$ cat src/rtl/halt_ctrl_if.sv
// Halt/debug handshake bundle between the core/debug host (master) and halt_ctrl (slave).
interface halt_ctrl_if #(
  parameter int CNT_W = 16
);
  logic             system;
  logic             misaligned_pc;
  logic             mem_en;
  logic             misaligned_addr;
  logic             dbg_halt_req;
  logic             dbg_resume_req;
  logic             dbg_resume_ack;
  logic             dbg_step;
  logic [7:0]       step_count;
  logic             run_en;
  logic             halted;
  logic [2:0]       halt_cause;
  logic [CNT_W-1:0] halt_cycles;

  modport master (
    output system, misaligned_pc, mem_en, misaligned_addr,
           dbg_halt_req, dbg_resume_req, dbg_step, step_count,
    input  dbg_resume_ack, run_en, halted, halt_cause, halt_cycles
  );

  modport slave (
    input  system, misaligned_pc, mem_en, misaligned_addr,
           dbg_halt_req, dbg_resume_req, dbg_step, step_count,
    output dbg_resume_ack, run_en, halted, halt_cause, halt_cycles
  );
endinterface

$ cat src/rtl/halt_ctrl.sv
// Core halt controller: RUN/HALTED/RESUME FSM with halt cause and halted-cycle counter.
// Optional single-step burst support is enabled by defining HALT_CTRL_STEP_EN.
module halt_ctrl #(
  parameter int CNT_W = 16
) (
  input  logic        clk,
  input  logic        reset_n,
  halt_ctrl_if.slave  bus
);

  typedef enum logic [1:0] {
    ST_RUN    = 2'd0,
    ST_HALTED = 2'd1,
    ST_RESUME = 2'd2,
    ST_STEP   = 2'd3
  } state_e;

  localparam logic [2:0] CAUSE_NONE  = 3'd0;
  localparam logic [2:0] CAUSE_PC    = 3'd1;
  localparam logic [2:0] CAUSE_ADDR  = 3'd2;
  localparam logic [2:0] CAUSE_SYS   = 3'd3;
  localparam logic [2:0] CAUSE_DEBUG = 3'd4;
`ifdef HALT_CTRL_STEP_EN
  localparam logic [2:0] CAUSE_STEP  = 3'd5;
`endif

  localparam logic [CNT_W-1:0] CNT_ONE = {{(CNT_W-1){1'b0}}, 1'b1};

  state_e           state_q, state_d;
  logic [2:0]       cause_q, cause_d;
  logic [CNT_W-1:0] cycles_q, cycles_d;
  logic             hs;
  logic [2:0]       src_cause;

`ifdef HALT_CTRL_STEP_EN
  logic [7:0]       step_q, step_d;
`else
  logic             unused_step;
  assign unused_step = ^{bus.dbg_step, bus.step_count};
`endif

  // Source decode with fixed priority; src_cause is non-zero exactly when hs is set.
  always_comb begin
    src_cause = CAUSE_NONE;
    if (bus.misaligned_pc)                      src_cause = CAUSE_PC;
    else if (bus.mem_en && bus.misaligned_addr) src_cause = CAUSE_ADDR;
    else if (bus.system)                        src_cause = CAUSE_SYS;
    else if (bus.dbg_halt_req)                  src_cause = CAUSE_DEBUG;
    hs = (src_cause != CAUSE_NONE);
  end

  // NOTE: every output of this block gets a default first, so no path leaves a latch.
  always_comb begin
    state_d  = state_q;
    cause_d  = cause_q;
    cycles_d = cycles_q;
`ifdef HALT_CTRL_STEP_EN
    step_d   = step_q;
`endif
    unique case (state_q)
      ST_RUN: begin
        if (hs) begin
          state_d  = ST_HALTED;
          cause_d  = src_cause;
          cycles_d = '0;
        end
      end
      ST_HALTED: begin
        // The exit edge still counts, so RESUME shows the full number of halted cycles.
        if (!(&cycles_q)) cycles_d = cycles_q + CNT_ONE;
        if (bus.dbg_resume_req) begin
          state_d = ST_RESUME;
        end
`ifdef HALT_CTRL_STEP_EN
        else if (bus.dbg_step && (bus.step_count != 8'd0)) begin
          state_d = ST_STEP;
          step_d  = bus.step_count;
        end
`endif
      end
      ST_RESUME: begin
        state_d = ST_RUN;
        cause_d = CAUSE_NONE;
      end
      ST_STEP: begin
`ifdef HALT_CTRL_STEP_EN
        step_d = step_q - 8'd1;
        if (hs) begin
          state_d  = ST_HALTED;
          cause_d  = src_cause;
          cycles_d = '0;
          step_d   = '0;
        end else if (step_q == 8'd1) begin
          state_d  = ST_HALTED;
          cause_d  = CAUSE_STEP;
          cycles_d = '0;
        end
`else
        state_d = ST_RUN;
`endif
      end
      default: state_d = ST_RUN;
    endcase
  end

  // NOTE: sequential state uses non-blocking assignments so all flops update together.
  always_ff @(posedge clk or negedge reset_n) begin
    if (!reset_n) begin
      state_q  <= ST_RUN;
      cause_q  <= CAUSE_NONE;
      cycles_q <= '0;
`ifdef HALT_CTRL_STEP_EN
      step_q   <= '0;
`endif
    end else begin
      state_q  <= state_d;
      cause_q  <= cause_d;
      cycles_q <= cycles_d;
`ifdef HALT_CTRL_STEP_EN
      step_q   <= step_d;
`endif
    end
  end

  // Outputs decode only registered state, never inputs.
  assign bus.run_en         = (state_q == ST_RUN) || (state_q == ST_STEP);
  assign bus.halted         = (state_q == ST_HALTED) || (state_q == ST_RESUME);
  assign bus.dbg_resume_ack = (state_q == ST_RESUME);
  assign bus.halt_cause     = cause_q;
  assign bus.halt_cycles    = cycles_q;

endmodule

$ cat src/flat_wrapper.sv
// flat-port wrapper written by rule: the top's interface ports become plain ports
module halt_ctrl_flat 
#(
  parameter int CNT_W = 16
)
  (clk, reset_n, bus_system, bus_misaligned_pc, bus_mem_en, bus_misaligned_addr, bus_dbg_halt_req, bus_dbg_resume_req, bus_dbg_step, bus_step_count, bus_dbg_resume_ack, bus_run_en, bus_halted, bus_halt_cause, bus_halt_cycles);
  halt_ctrl_if #(.CNT_W(CNT_W)) bus_i ();
  input  logic clk;
  input  logic reset_n;
  input wire logic [$bits(bus_i.system)-1:0] bus_system;
  input wire logic [$bits(bus_i.misaligned_pc)-1:0] bus_misaligned_pc;
  input wire logic [$bits(bus_i.mem_en)-1:0] bus_mem_en;
  input wire logic [$bits(bus_i.misaligned_addr)-1:0] bus_misaligned_addr;
  input wire logic [$bits(bus_i.dbg_halt_req)-1:0] bus_dbg_halt_req;
  input wire logic [$bits(bus_i.dbg_resume_req)-1:0] bus_dbg_resume_req;
  input wire logic [$bits(bus_i.dbg_step)-1:0] bus_dbg_step;
  input wire logic [$bits(bus_i.step_count)-1:0] bus_step_count;
  output wire logic [$bits(bus_i.dbg_resume_ack)-1:0] bus_dbg_resume_ack;
  output wire logic [$bits(bus_i.run_en)-1:0] bus_run_en;
  output wire logic [$bits(bus_i.halted)-1:0] bus_halted;
  output wire logic [$bits(bus_i.halt_cause)-1:0] bus_halt_cause;
  output wire logic [$bits(bus_i.halt_cycles)-1:0] bus_halt_cycles;
  assign bus_i.system = bus_system;
  assign bus_i.misaligned_pc = bus_misaligned_pc;
  assign bus_i.mem_en = bus_mem_en;
  assign bus_i.misaligned_addr = bus_misaligned_addr;
  assign bus_i.dbg_halt_req = bus_dbg_halt_req;
  assign bus_i.dbg_resume_req = bus_dbg_resume_req;
  assign bus_i.dbg_step = bus_dbg_step;
  assign bus_i.step_count = bus_step_count;
  assign bus_dbg_resume_ack = bus_i.dbg_resume_ack;
  assign bus_run_en = bus_i.run_en;
  assign bus_halted = bus_i.halted;
  assign bus_halt_cause = bus_i.halt_cause;
  assign bus_halt_cycles = bus_i.halt_cycles;
  halt_ctrl #(.CNT_W(CNT_W)) u_core (.clk(clk), .reset_n(reset_n), .bus(bus_i));
endmodule
$ cat config.mk
export PLATFORM = sky130hd
export DESIGN_NAME = halt_ctrl_flat
export DESIGN_NICKNAME = d
export VERILOG_FILES = /design/src/rtl/halt_ctrl_if.sv /design/src/rtl/halt_ctrl.sv /design/src/flat_wrapper.sv
export SDC_FILE = /design/constraint.sdc
export NUM_CORES = 1
export LEC_CHECK = 0
export ABC_AREA = 1
export CAP_MARGIN = 25
export CORE_MARGIN = 2
export CORE_UTILIZATION = 43
export DETAILED_ROUTE_END_ITERATION = 10
export HOLD_SLACK_MARGIN = 0.12
export PLACE_DENSITY_LB_ADDON = 0.05
export SLEW_MARGIN = 0
export SYNTH_ARGS = -nofsm -noshare
export SYNTH_HDL_FRONTEND = slang
export SYNTH_SLANG_ARGS = --single-unit
$ cat constraint.sdc
create_clock -name clk -period 1.5 [get_ports clk]
set_clock_uncertainty 0.2 [all_clocks]
set_input_delay 0.375 -clock clk [delete_from_list [all_inputs] [get_ports clk]]
set_output_delay 0.375 -clock clk [all_outputs]
set_load 0.01 [all_outputs]
==> out/results.txt <==
The run finished, with violations left. The final reports fail on setup timing. Together, buffers and inverters on the worst path number 3.

The combinational group share of total power is 69.8%. Global routing used 23.3% of the available tracks. The clock power share came out at 8.8%. The sink count of the clock tree is 21, and the final cell utilization of the core is 78.1%.

Cell area after technology mapping: 1360 sq um. The power density normalized to cell area is 1400 nW/um^2. Number of core rows: 20. For the number of unique standard cell types used by synthesis, the log shows 21. The maximum fanout along the worst path was 8; the antenna violation net count after detailed routing was 0.

The synthesized design contains 21 register bits. Dividing the final minimum period by the clock period gives 119%. The register-to-register path setup slack was -0.28 ns. The total net switching power is 1340 uW, and the via count of the first global-routing pass is 1538. For this run, design rule violations remaining after detail routing come to 0. At the later pin of the worst-skew pair, clock insertion delay measures 0.31 ns. In this run, CTS created clock tree buffers numbering 3. The slowest stage of the critical path is the sky130_fd_sc_hd__clkdlybuf4s50_1 cell. TritonCTS built the clock tree.

Counting the fill cells in the layout gives 218. The die covers 3630 sq um. The library cell used most frequently in the layout, excluding fill and tap cells, is sky130_fd_sc_hd__buf_4. The tools report the cell-internal power as 1970 uW. The hold buffer count at CTS came out at 0. The sum of net half-perimeters after detailed placement came out at 2690 um. The startpoint identified for the worst register-to-register timing path is u_core.state_q[1]$_DFFE_PN0P_. Max-cap violations in this run came to 0. For this run the aggregate overflow at the end of global routing stands at 0. The global-route wire length before repair came out at 6290 um. The tools report the element type at the critical path start as an input port. 0 antenna diodes ended up in the layout.

Timing would allow up to 558 MHz. The path depth of the worst reg2reg path came out at 9. In this run the clock root is driven by a sky130_fd_sc_hd__clkbuf_4. For the pin with the worst max-slew slack, the measured transition is 0.255 ns.

After synthesis, flip-flops and latches occupy 38.6% of the total area. The leakage power summed over all cells was 0.00121 uW; the mean instance size in the synthesized netlist was 7.48 sq um. The run gives 1.80 ns as the data arrival time of the critical path.

The die width was 60.3 um. From synthesis to final layout, the design area changed by 73.8%. The post-CTS clock slew at the launch and capture registers of the worst setup and hold paths was 0.13 ns. Type of the most critical hold path: input port to async pin. Setup violations remaining at the end of the flow were counted as 24. Routability-driven placement finished with a final weighted congestion of 0.819. The worst hold slack was 0.193 ns; the DRC marker count from the first detailed-route iteration was 42. The total nets after synthesis is 204, and the starting density of the core is 45.0%. After the last flow step, the layout net total stands at 301.

The worst register-to-register path ends at u_core.bus.halt_cycles[3]$_DFFE_PN0P_. During placement, the flow inserted port buffers numbering 29. Across the VDD grid, the largest voltage drop is 0.00137 V. After detailed routing, the number of vias per cell comes to 4.89.

The initial antenna violation count is 0. Summing all multi-input logic gate instances after layout gives 877 sq um. The kind of cell with the highest combined delay on the critical path was buffers and inverters.

Setup repair after global routing could not meet its margin everywhere. Walking the worst path, the cells encountered are clkdlybuf4s50_1 -> nand2_1 -> nand2_2 -> nor2_4 -> inv_1 -> nand3b_4 -> clkbuf_16 -> nand2_1 -> o21ai_2. The worst relative slew slack was 82.9%. The largest buffer count on any clock path was 2. Sequential cells burn 21.5% of the power.

The most numerous cell on the critical path was sky130_fd_sc_hd__nand2_1. The count of pins on the block boundary was 39; the final critical-path setup slack was -0.292 ns. Subtracting the final worst setup slack from the clock period gives 1.79 ns. The critical path is of the input port to flop type. In the final timing run, aggregate negative setup slack is -4.95 ns. From bottom edge to top edge, the die measures 60.3 um. Leaving out fill and tap cells, the most frequent cells in the layout are sky130_fd_sc_hd__buf_4, sky130_fd_sc_hd__nand2_1, sky130_fd_sc_hd__dfrtp_1, sky130_fd_sc_hd__nand3_1.

The tools report the number of hold-slack violations in the final timing report as 0. During synthesis, Yosys emitted a total of 0 warnings. Number of pins with negative max-slew slack in the final report: 0.

The sequential cell area in the final layout was 529 sq um; the maximum number of pins on one net before global-route repair was 22. The net switching share of the total power came out at 40.6%. The core region is 3030 sq um. After detailed routing, the average wire length per cell comes to 12.5 um. Synthesis produced 182 cells.

The pre-antenna-repair detailed-routing pass consisted of 4 iterations. The biggest cell delay along the critical path works out to 0.47 ns. For the number of vias after detailed routing, the log shows 1573. Of the cells placed in the final design, the portion with a size suffix greater than 1 is 52.2%. The required time at the worst-slack endpoint was 1.51 ns. The number of levels in the clock H-tree was 1. The routed design has 4040 um of wire. The tools report the capturing element type of the critical path as a flop.
==> sequential cells by signal, summed over array words and instances, names as in the netlist <==
name,count
u_core.bus.halt_cycles,16
u_core.bus.halt_cause,3
u_core.state_q,2
==> cells in the mapped netlist (all sizes together) <==
library cell,instances,area (sq um)
o21ai,20,126
buf,3,40.0
nand2,55,209
xor2,4,35.0
inv,22,82.6
nor2,22,92.6
ha,5,62.6
o31ai,1,7.51
nand3b,1,20.0
nand4,4,40.0
dfrtp,21,526
nand3,18,90.1
a21oi,6,30.0
==> per-stage QoR <==
stage	setup WS [ns]	power (uW)	area (sq um)	instances
after detailed placement	-0.459	2250	2030	294
after CTS	-0.248	2890	2230	318
after global placement	-0.380	2200	2030	294
final	-0.292	3310	2370	322
after floorplan	-0.0743	1570	1390	182
after global routing	-0.338	3500	2370	322
==> per-layer routing <==
| layer | wire length [um] | global-route usage, % | part of all wire, % | vias to the layer above |
|---|---|---|---|---|
| met2 | 2140 | 41.6 | 53 | 42 |
| met4 | 104 | 10.2 | 2.6 | 0 |
| met3 | 177 | 3.25 | 4.4 | 12 |
| met1 | 1620 | 27.5 | 40 | 739 |
| li1 | - | - | - | 780 |
| met5 | 0 | 0 | 0 | - |
==> cell type report <==
| cell class | count | share of cell area, % |
|---|---|---|
| Multi-Input combinational cell | 136 | 37.1 |
| Inverter | 22 | 3.70 |
| Tap cell | 44 | 2.33 |
| Sequential cell | 21 | 22.4 |
| Timing Repair Buffer | 95 | 33.4 |
| Clock inverter | 1 | 0.212 |
| Clock buffer | 3 | 0.952 |
==> timing repair <==
item,4_1_cts,5_1_grt
pin swaps,4,8
cloned,1,1
setup buffers,20,5
resized for setup,123,31
setup endpoints to repair,43,27
==> power by group through the flow <==
stage	logic (uW)	clock network, uW	registers [uW]
after floorplan	795	0	773
after global placement	1460	0	746
after detailed placement	1500	0	747
after CTS	1890	298	705
after global routing	2460	319	722
final	2310	290	710
==> worst max path at each step <==
stage / startpoint / depth (start not counted) / slack (ns) / end
after floorplan: u_core.bus.halt_cycles[1]$_DFFE_PN0P_ / 7 / -0.07 / u_core.bus.halt_cycles[13]$_DFFE_PN0P_
after global placement: bus_system / 9 / -0.38 / u_core.bus.halt_cycles[14]$_DFFE_PN0P_
after detailed placement: bus_mem_en / 9 / -0.46 / u_core.bus.halt_cycles[14]$_DFFE_PN0P_
after CTS: u_core.state_q[0]$_DFFE_PN0P_ / 3 / -0.25 / bus_halted
after global routing: u_core.state_q[1]$_DFFE_PN0P_ / 9 / -0.34 / u_core.bus.halt_cycles[3]$_DFFE_PN0P_
final: bus_mem_en / 9 / -0.29 / u_core.bus.halt_cycles[3]$_DFFE_PN0P_
==> cell families (layout without fill, tap and decap cells) <==
group                    count (synthesis)  count (layout)  share of synthesized area [%]
XOR/XNOR                                 4               4                           2.57
flip-flops                              21              21                           38.6
buffers and inverters                   25             121                           9.01
adder cells (fa/ha/maj)                  5               5                           4.60
AND/OR/NAND/NOR                        100             100                           33.2
AO/OA/AOI/OAI                           27              27                           12.0
No activity file was read; power rests on OpenSTA's default activity.
